$ cat config.mk
export PLATFORM = sky130hd
export DESIGN_NAME = spi_byte_master_flat
export DESIGN_NICKNAME = d
export VERILOG_FILES = /design/src/rtl/spi_byte_master_if.sv /design/src/rtl/spi_byte_master.sv /design/src/flat_wrapper.sv
export SDC_FILE = /design/constraint.sdc
export NUM_CORES = 1
export LEC_CHECK = 0
export BUFFER_PORTS_ARGS = -buffer_cell sky130_fd_sc_hd__buf_4
export CAP_MARGIN = 20
export CORE_MARGIN = 2
export CORE_UTILIZATION = 40
export DETAILED_ROUTE_END_ITERATION = 10
export GPL_ROUTABILITY_DRIVEN = 0
export PLACE_DENSITY_LB_ADDON = 0.25
export REMOVE_ABC_BUFFERS = 1
export SETUP_SLACK_MARGIN = 0.3
export SYNTH_ARGS = -nofsm -noshare
export SYNTH_HDL_FRONTEND = slang
export SYNTH_SLANG_ARGS = --single-unit
export TNS_END_PERCENT = 20
$ cat constraint.sdc
create_clock -name clk -period 4.14 [get_ports clk]
set_clock_uncertainty 0.05 [all_clocks]
set_input_delay 0.414 -clock clk [delete_from_list [all_inputs] [get_ports clk]]
set_output_delay 0.414 -clock clk [all_outputs]
set_load 0.03 [all_outputs]
$ cat src/rtl/spi_byte_master_if.sv
// Byte-level SPI master bus: sequencer-side handshake plus the serial pins.
// The master modport is the shift engine's view; slave is the sequencer/bench view.
interface spi_byte_master_if;
    logic       start;
    logic [7:0] tx_data;
    logic       miso;
    logic       sclk;
    logic       mosi;
    logic [7:0] rx_data;
    logic       spi_active;
    logic       done;

    modport master (
        input  start, tx_data, miso,
        output sclk, mosi, rx_data, spi_active, done
    );

    modport slave (
        output start, tx_data, miso,
        input  sclk, mosi, rx_data, spi_active, done
    );
endinterface

$ cat src/rtl/spi_byte_master.sv
// SPI mode-0 byte shift engine: MSB-first TX on mosi, simultaneous RX, CPOL=0 sclk.
// Optional macro SPI_BYTE_MASTER_LOOPBACK_EN: receive path samples internal mosi instead of miso.
module spi_byte_master #(
    parameter int unsigned CLK_DIV = 50
) (
    input  logic              clk,
    input  logic              rst,
    spi_byte_master_if.master bus
);
    typedef enum logic [1:0] {
        IDLE = 2'd0,
        LOW  = 2'd1,
        HIGH = 2'd2
    } state_t;

    localparam logic [15:0] DIV_LAST = 16'(CLK_DIV - 1);

    state_t      state_q, state_d;
    logic [15:0] div_cnt_q, div_cnt_d;
    logic [2:0]  bit_cnt_q, bit_cnt_d;
    logic [7:0]  tx_sh_q, tx_sh_d;
    logic [7:0]  rx_sh_q, rx_sh_d;
    logic [7:0]  rx_data_q, rx_data_d;
    logic        sclk_q, sclk_d;
    logic        active_q, active_d;
    logic        done_q, done_d;
    logic        rx_bit;
    logic        half_end;

`ifdef SPI_BYTE_MASTER_LOOPBACK_EN
    logic unused_miso;
    assign unused_miso = bus.miso;
    assign rx_bit      = tx_sh_q[7];
`else
    assign rx_bit      = bus.miso;
`endif

    assign half_end = (div_cnt_q == DIV_LAST);

    always_comb begin
        state_d   = state_q;
        div_cnt_d = div_cnt_q;
        bit_cnt_d = bit_cnt_q;
        tx_sh_d   = tx_sh_q;
        rx_sh_d   = rx_sh_q;
        rx_data_d = rx_data_q;
        sclk_d    = sclk_q;
        active_d  = active_q;
        done_d    = 1'b0;

        unique case (state_q)
            IDLE: begin
                if (bus.start) begin
                    tx_sh_d   = bus.tx_data;
                    bit_cnt_d = 3'd7;
                    div_cnt_d = 16'd0;
                    active_d  = 1'b1;
                    state_d   = LOW;
                end
            end
            LOW: begin
                if (half_end) begin
                    // Sample on the same edge that raises sclk (mode 0).
                    sclk_d    = 1'b1;
                    rx_sh_d   = {rx_sh_q[6:0], rx_bit};
                    div_cnt_d = 16'd0;
                    state_d   = HIGH;
                end else begin
                    div_cnt_d = div_cnt_q + 16'd1;
                end
            end
            HIGH: begin
                if (half_end) begin
                    sclk_d    = 1'b0;
                    div_cnt_d = 16'd0;
                    if (bit_cnt_q == 3'd0) begin
                        rx_data_d = rx_sh_q;
                        done_d    = 1'b1;
                        active_d  = 1'b0;
                        state_d   = IDLE;
                    end else begin
                        // mosi advances only on falling sclk edges.
                        tx_sh_d   = {tx_sh_q[6:0], 1'b0};
                        bit_cnt_d = bit_cnt_q - 3'd1;
                        state_d   = LOW;
                    end
                end else begin
                    div_cnt_d = div_cnt_q + 16'd1;
                end
            end
            default: begin
                state_d  = IDLE;
                sclk_d   = 1'b0;
                active_d = 1'b0;
            end
        endcase
    end

    always_ff @(posedge clk or posedge rst) begin
        if (rst) begin
            state_q   <= IDLE;
            div_cnt_q <= 16'd0;
            bit_cnt_q <= 3'd0;
            tx_sh_q   <= 8'h00;
            rx_sh_q   <= 8'h00;
            rx_data_q <= 8'h00;
            sclk_q    <= 1'b0;
            active_q  <= 1'b0;
            done_q    <= 1'b0;
        end else begin
            state_q   <= state_d;
            div_cnt_q <= div_cnt_d;
            bit_cnt_q <= bit_cnt_d;
            tx_sh_q   <= tx_sh_d;
            rx_sh_q   <= rx_sh_d;
            rx_data_q <= rx_data_d;
            sclk_q    <= sclk_d;
            active_q  <= active_d;
            done_q    <= done_d;
        end
    end

    // tx_sh[7] is untouched in IDLE, so mosi holds the last driven bit.
    assign bus.mosi       = tx_sh_q[7];
    assign bus.sclk       = sclk_q;
    assign bus.rx_data    = rx_data_q;
    assign bus.spi_active = active_q;
    assign bus.done       = done_q;
endmodule

$ cat src/flat_wrapper.sv
// flat-port wrapper written by rule: the top's interface ports become plain ports
module spi_byte_master_flat 
#(
    parameter int unsigned CLK_DIV = 50
)
  (clk, rst, bus_start, bus_tx_data, bus_miso, bus_sclk, bus_mosi, bus_rx_data, bus_spi_active, bus_done);
  spi_byte_master_if bus_i ();
  input  logic clk;
  input  logic rst;
  input wire logic [$bits(bus_i.start)-1:0] bus_start;
  input wire logic [$bits(bus_i.tx_data)-1:0] bus_tx_data;
  input wire logic [$bits(bus_i.miso)-1:0] bus_miso;
  output wire logic [$bits(bus_i.sclk)-1:0] bus_sclk;
  output wire logic [$bits(bus_i.mosi)-1:0] bus_mosi;
  output wire logic [$bits(bus_i.rx_data)-1:0] bus_rx_data;
  output wire logic [$bits(bus_i.spi_active)-1:0] bus_spi_active;
  output wire logic [$bits(bus_i.done)-1:0] bus_done;
  assign bus_i.start = bus_start;
  assign bus_i.tx_data = bus_tx_data;
  assign bus_i.miso = bus_miso;
  assign bus_sclk = bus_i.sclk;
  assign bus_mosi = bus_i.mosi;
  assign bus_rx_data = bus_i.rx_data;
  assign bus_spi_active = bus_i.spi_active;
  assign bus_done = bus_i.done;
  spi_byte_master #(.CLK_DIV(CLK_DIV)) u_core (.clk(clk), .rst(rst), .bus(bus_i));
endmodule
### Yosys cells after proc, flatten, opt, wreduce, memory -nomap -nowiden

Index checks and enable logic that the tools add are counted.

* add/subtract/negate cells: 2
* equal/unequal tests: 8
* muxes and demuxes: 26
* bitwise operators: 2
* reduce and logical (&&, ||, !) cells: 12

Operator list (number)
* 2-to-1 mux 16 bit: 2
* case mux 16 bit (2 select lines): 1
* 2-to-1 mux 8 bit: 3
* adder 16 x 1 -> 16 bit (second input constant): 1
* equality test 16 x 6 -> 1 bit (second input constant): 1
* case mux 8 bit (2 select lines): 1
* 2-to-1 mux 1 bit: 9
* 2-to-1 mux 3 bit: 3
* AND reduction 3 bit: 3
* AND reduction 4 bit: 2
* 2-to-1 mux 2 bit: 3
* inequality test 2 x 1 -> 1 bit (second input constant): 3
* case mux 1 bit (3 select lines): 2
* case mux 2 bit (3 select lines): 1
* case mux 3 bit (2 select lines): 1
* inequality test 2 bit (second input constant): 2
* AND reduction 2 bit: 2
* nonzero test 2 bit: 2
* logical NOT 3 bit: 1
* subtractor 3 x 1 -> 3 bit (second input constant): 1
* equality test 2 x 1 -> 1 bit (second input constant): 1
* equality test 2 bit (second input constant): 1
* logical NOT 2 bit: 1
* NOT 1 bit: 2
* OR reduction 2 bit: 1

* register bits: 48
* output and inout bits: 12

### Depth between registers and ports, before layout

* word-level depth: 4
* gate-level depth with buffers: 8

### Least setup slack after synthesis

No wires, ideal clock.

* kind: register to register
* start: register u_core.state_q[0]
* end: register u_core.div_cnt_q[13]
* library setup time: 78 ps
* arrival: 2147 ps
* data required time: 4012 ps
* path slack: 1864 ps
* stages on the path, launching flop included: 9
* clock period less this slack: 2276 ps
* cell sequence: dfrtp_1 -> inv_1 -> ha_1 -> nor2b_1 -> buf_6 -> or4_1 -> buf_2 -> or4_1 -> a21oi_1

* longest elaborated chain between the ends: 4

Ends and longest elaborated chain
* from (decl): RTL line spi_byte_master.sv:18 `state_t state_q, state_d;`
* from (signal assigned): RTL line spi_byte_master.sv:111 `state_q <= state_d;`
* equality test 2 x 1 -> 1 bit or equality test 2 bit (tied branches): RTL line spi_byte_master.sv:51 `unique case (state_q)`
* OR reduction 2 bit (no line)
* nonzero test 2 bit (no line)
* AND reduction 2 bit (no line)
* to (signal assigned): RTL line spi_byte_master.sv:112 `div_cnt_q <= div_cnt_d;`
* to (decl): RTL line spi_byte_master.sv:19 `logic [15:0] div_cnt_q, div_cnt_d;`

Parallel ways exist; a longest one is shown, timed or not.
A chain may end at the register's enable or synchronous reset.

### Final worst setup path

* start: register u_core.state_q[1]
* end: register u_core.div_cnt_q[5]

Same word-level chain as after synthesis.

==> metrics <==
status=completed; sequential share of the synthesized area=49.2%; wirelength, routed=4340 um; DIE HEIGHT=82.1 um; area leader, netlist=dfrtp_1; EDFF count, synth=0; CORE AREA=0.00592 mm2; detailed-route vias per instance=5.27; max_slew headroom=27.7%; slew of the pin with the lowest slew margin=1.08 ns; gr ovfl total=0; P per Cell Area=285 mW/mm2; crit path cell chain=inv_1, ha_1, nor2b_1, buf_4, or2_2, a21oi_1, nor2_1; M1 GR Usage=21.3%; 1st-iter DRT viols=98; antenna-violating nets left=0; Setup TNS=0 ns; layer with the highest usage=met2; DR WL/cell=14.0 um; largest net degree at the start of global routing=49; met2 Resource Use GR=21.5%; global-route wire length before repair=7470 um; htree depth=2; Max Cap Viol=0; ANT cells=0; RR Startpoint=u_core.state_q[1]; Crit path required time=4.24 ns; placed cell area=0.00267 mm2; R2R Setup Slk=1.50 ns; post-CTS sizing=0; Num CTS Buffers=5; Initial Util=41.2%; RSZ-0062 raised after global routing=false; CTS Root Cell=clkbuf_8; reg2reg end=u_core.div_cnt_q[5]; crit path kind=reg2reg; Mapped Cells=207; leak pwr=1.27 nW; max incr delay on CP=0.84 ns; gr usage total=14.6%; Setup crit start=u_core.state_q[1]; Async SR Flop Fraction=100%; post-synth top area share=49.2%; Final setup viols=0; CTS max path bufs=2; fin crit share=63.9%; NumNets Final=253; hpwl dp=3080 um; synthesis-to-finish area growth=14.7%; Mapped Avg Cell Area=11.8 um2; Hold Path Class=in2reg; final worst setup slack=1.50 ns; Critical Path End=u_core.div_cnt_q[5]; Finished Cell Area=0.00280 mm2; synthesis warning total=0; Synth area leaders=dfrtp_1 (49%), mux2_2 (15%), ha_1 (4.1%); width of the die=82.1 um; fin. max-slew vios=0; layout cells sized above 1=34.2%; CTS Hold Buffers Added=0; vias in the first global route=1566; setup repair bufs after CTS=0; worst skew pair latency=0.30 ns; #FFs+latches synth=48; drt drc=0; routing usage on met3=3.04%; Top FF cell, synth=dfrtp_1; Place WS=1.52 ns; CP max stage cell=a21oi_1; clock transition at the registers of the reported paths=0.09 ns; Max Fclk=0.378 GHz; Final Hold Vio Count=0; Arrival @ worst endpoint=2.74 ns; IO Port Bufs=23; initial antenna violation count=0; commonest non-fill, non-tap cell in the layout=dfrtp_1; Core Rows=28; Unique masters post-synth=36; Peak VDD IR=0.000249 V; clk sink count=48; most frequent cells in the layout=dfrtp_1 (48), mux2_2 (32), buf_4 (24); drt pass-1 iters=4; via count=1628; CTS tree=done; die area=0.00674 mm2; I/O Pins=24; Final Critical Period=2.64 ns; nature of the critical path startpoint=flop; CP endpoint kind=flop; synthesized cell area=0.00244 mm2; PnR Total Power=0.797 mW; R2R depth=7; crit-path max FO=13
-- routing by layer --
layer	wire length, um	part of all wire [%]
met2	1990	46
met4	62	1.4
met3	137	3.2
met5	0	0
met1	2150	50
-- cell usage after synthesis (2+ instances only) --
cell and n:
nor4_4 3, or2_2 2, nor2_1 10, a2bb2oi_1 2, and4bb_2 2, o21ai_0 7, mux2_2 32, dfrtp_1 48
nor2b_1 2, ha_1 8, o31ai_1 4, clkbuf_1 3, nand2b_1 3, xnor2_1 6, nand2_1 11, nor3_1 4
inv_1 12, or3_1 4, a21oi_1 11, o32a_2 2, nand3_1 5, nand4_1 4, nor4_1 3, or4_1 6
buf_2 2
-- metrics by stage --
| step | hold slack, ns | utilization (%) | std cells |
|---|---|---|---|
| finish | 0.289 | 47.3 | 309 |
| global placement | 0.440 | 45.1 | 299 |
| CTS | 0.280 | 46.8 | 307 |
| detailed placement | 0.442 | 45.1 | 299 |
| floorplan | 0.424 | - | 200 |
| global route | 0.278 | 47.3 | 309 |
-- cell families after synthesis --
logic type               Yosys count  synth area share [%]
multiplexers                      32                  14.8
AO/OA/AOI/OAI                     30                  8.72
XOR/XNOR                           6                  2.15
AND/OR/NAND/NOR                   64                  17.5
adder cells (fa/ha/maj)            8                  4.10
buffers and inverters             19                  3.54
flip-flops                        48                  49.2
-- worst max-delay path: cells and delay by family, from the launching register on --
family,cells,cell delay [ns]
flops,1,0.40
compound gates,1,0.84
fa+ha+maj,1,0.23
simple gates,3,0.67
buf+inv,2,0.30
-- how the worst min path moves through the flow --
stage	start	end	slack, ns	depth (start not counted)
floorplan	u_core.rx_sh_q[7]	u_core.rx_sh_q[7]	0.42	1
global placement	u_core.tx_sh_q[3]	u_core.tx_sh_q[3]	0.44	1
detailed placement	u_core.tx_sh_q[0]	u_core.tx_sh_q[0]	0.44	1
CTS	bus_miso	u_core.rx_sh_q[0]	0.28	2
global route	bus_miso	u_core.rx_sh_q[0]	0.28	2
finish	bus_miso	u_core.rx_sh_q[0]	0.29	2
-- final cells by class --
class | instances | area, um2
inverter | 12 | 45.0
timing repair buffer | 26 | 210
fill | 566 | 3120
clock inverter | 2 | 13.8
sequential | 48 | 1200
tap | 75 | 93.8
clock buffer | 6 | 82.6
multi-input combinational | 140 | 1150
-- where the power goes --
part	switching (mW)	total (mW)	leakage (nW)	internal [mW]
clock network	0.156	0.293	0.0516	0.137
logic	0.0137	0.0292	0.597	0.0155
registers	0.00222	0.475	0.619	0.473
-- sequential cells by signal (all words and copies together) (netlist names) --
register,cells
u_core.bit_cnt_q,3
u_core.bus.done,1
u_core.bus.rx_data,8
u_core.bus.sclk,1
u_core.bus.spi_active,1
u_core.div_cnt_q,16
u_core.rx_sh_q,8
u_core.state_q,2
u_core.tx_sh_q,8
No activity file was read; power rests on OpenSTA's default activity.
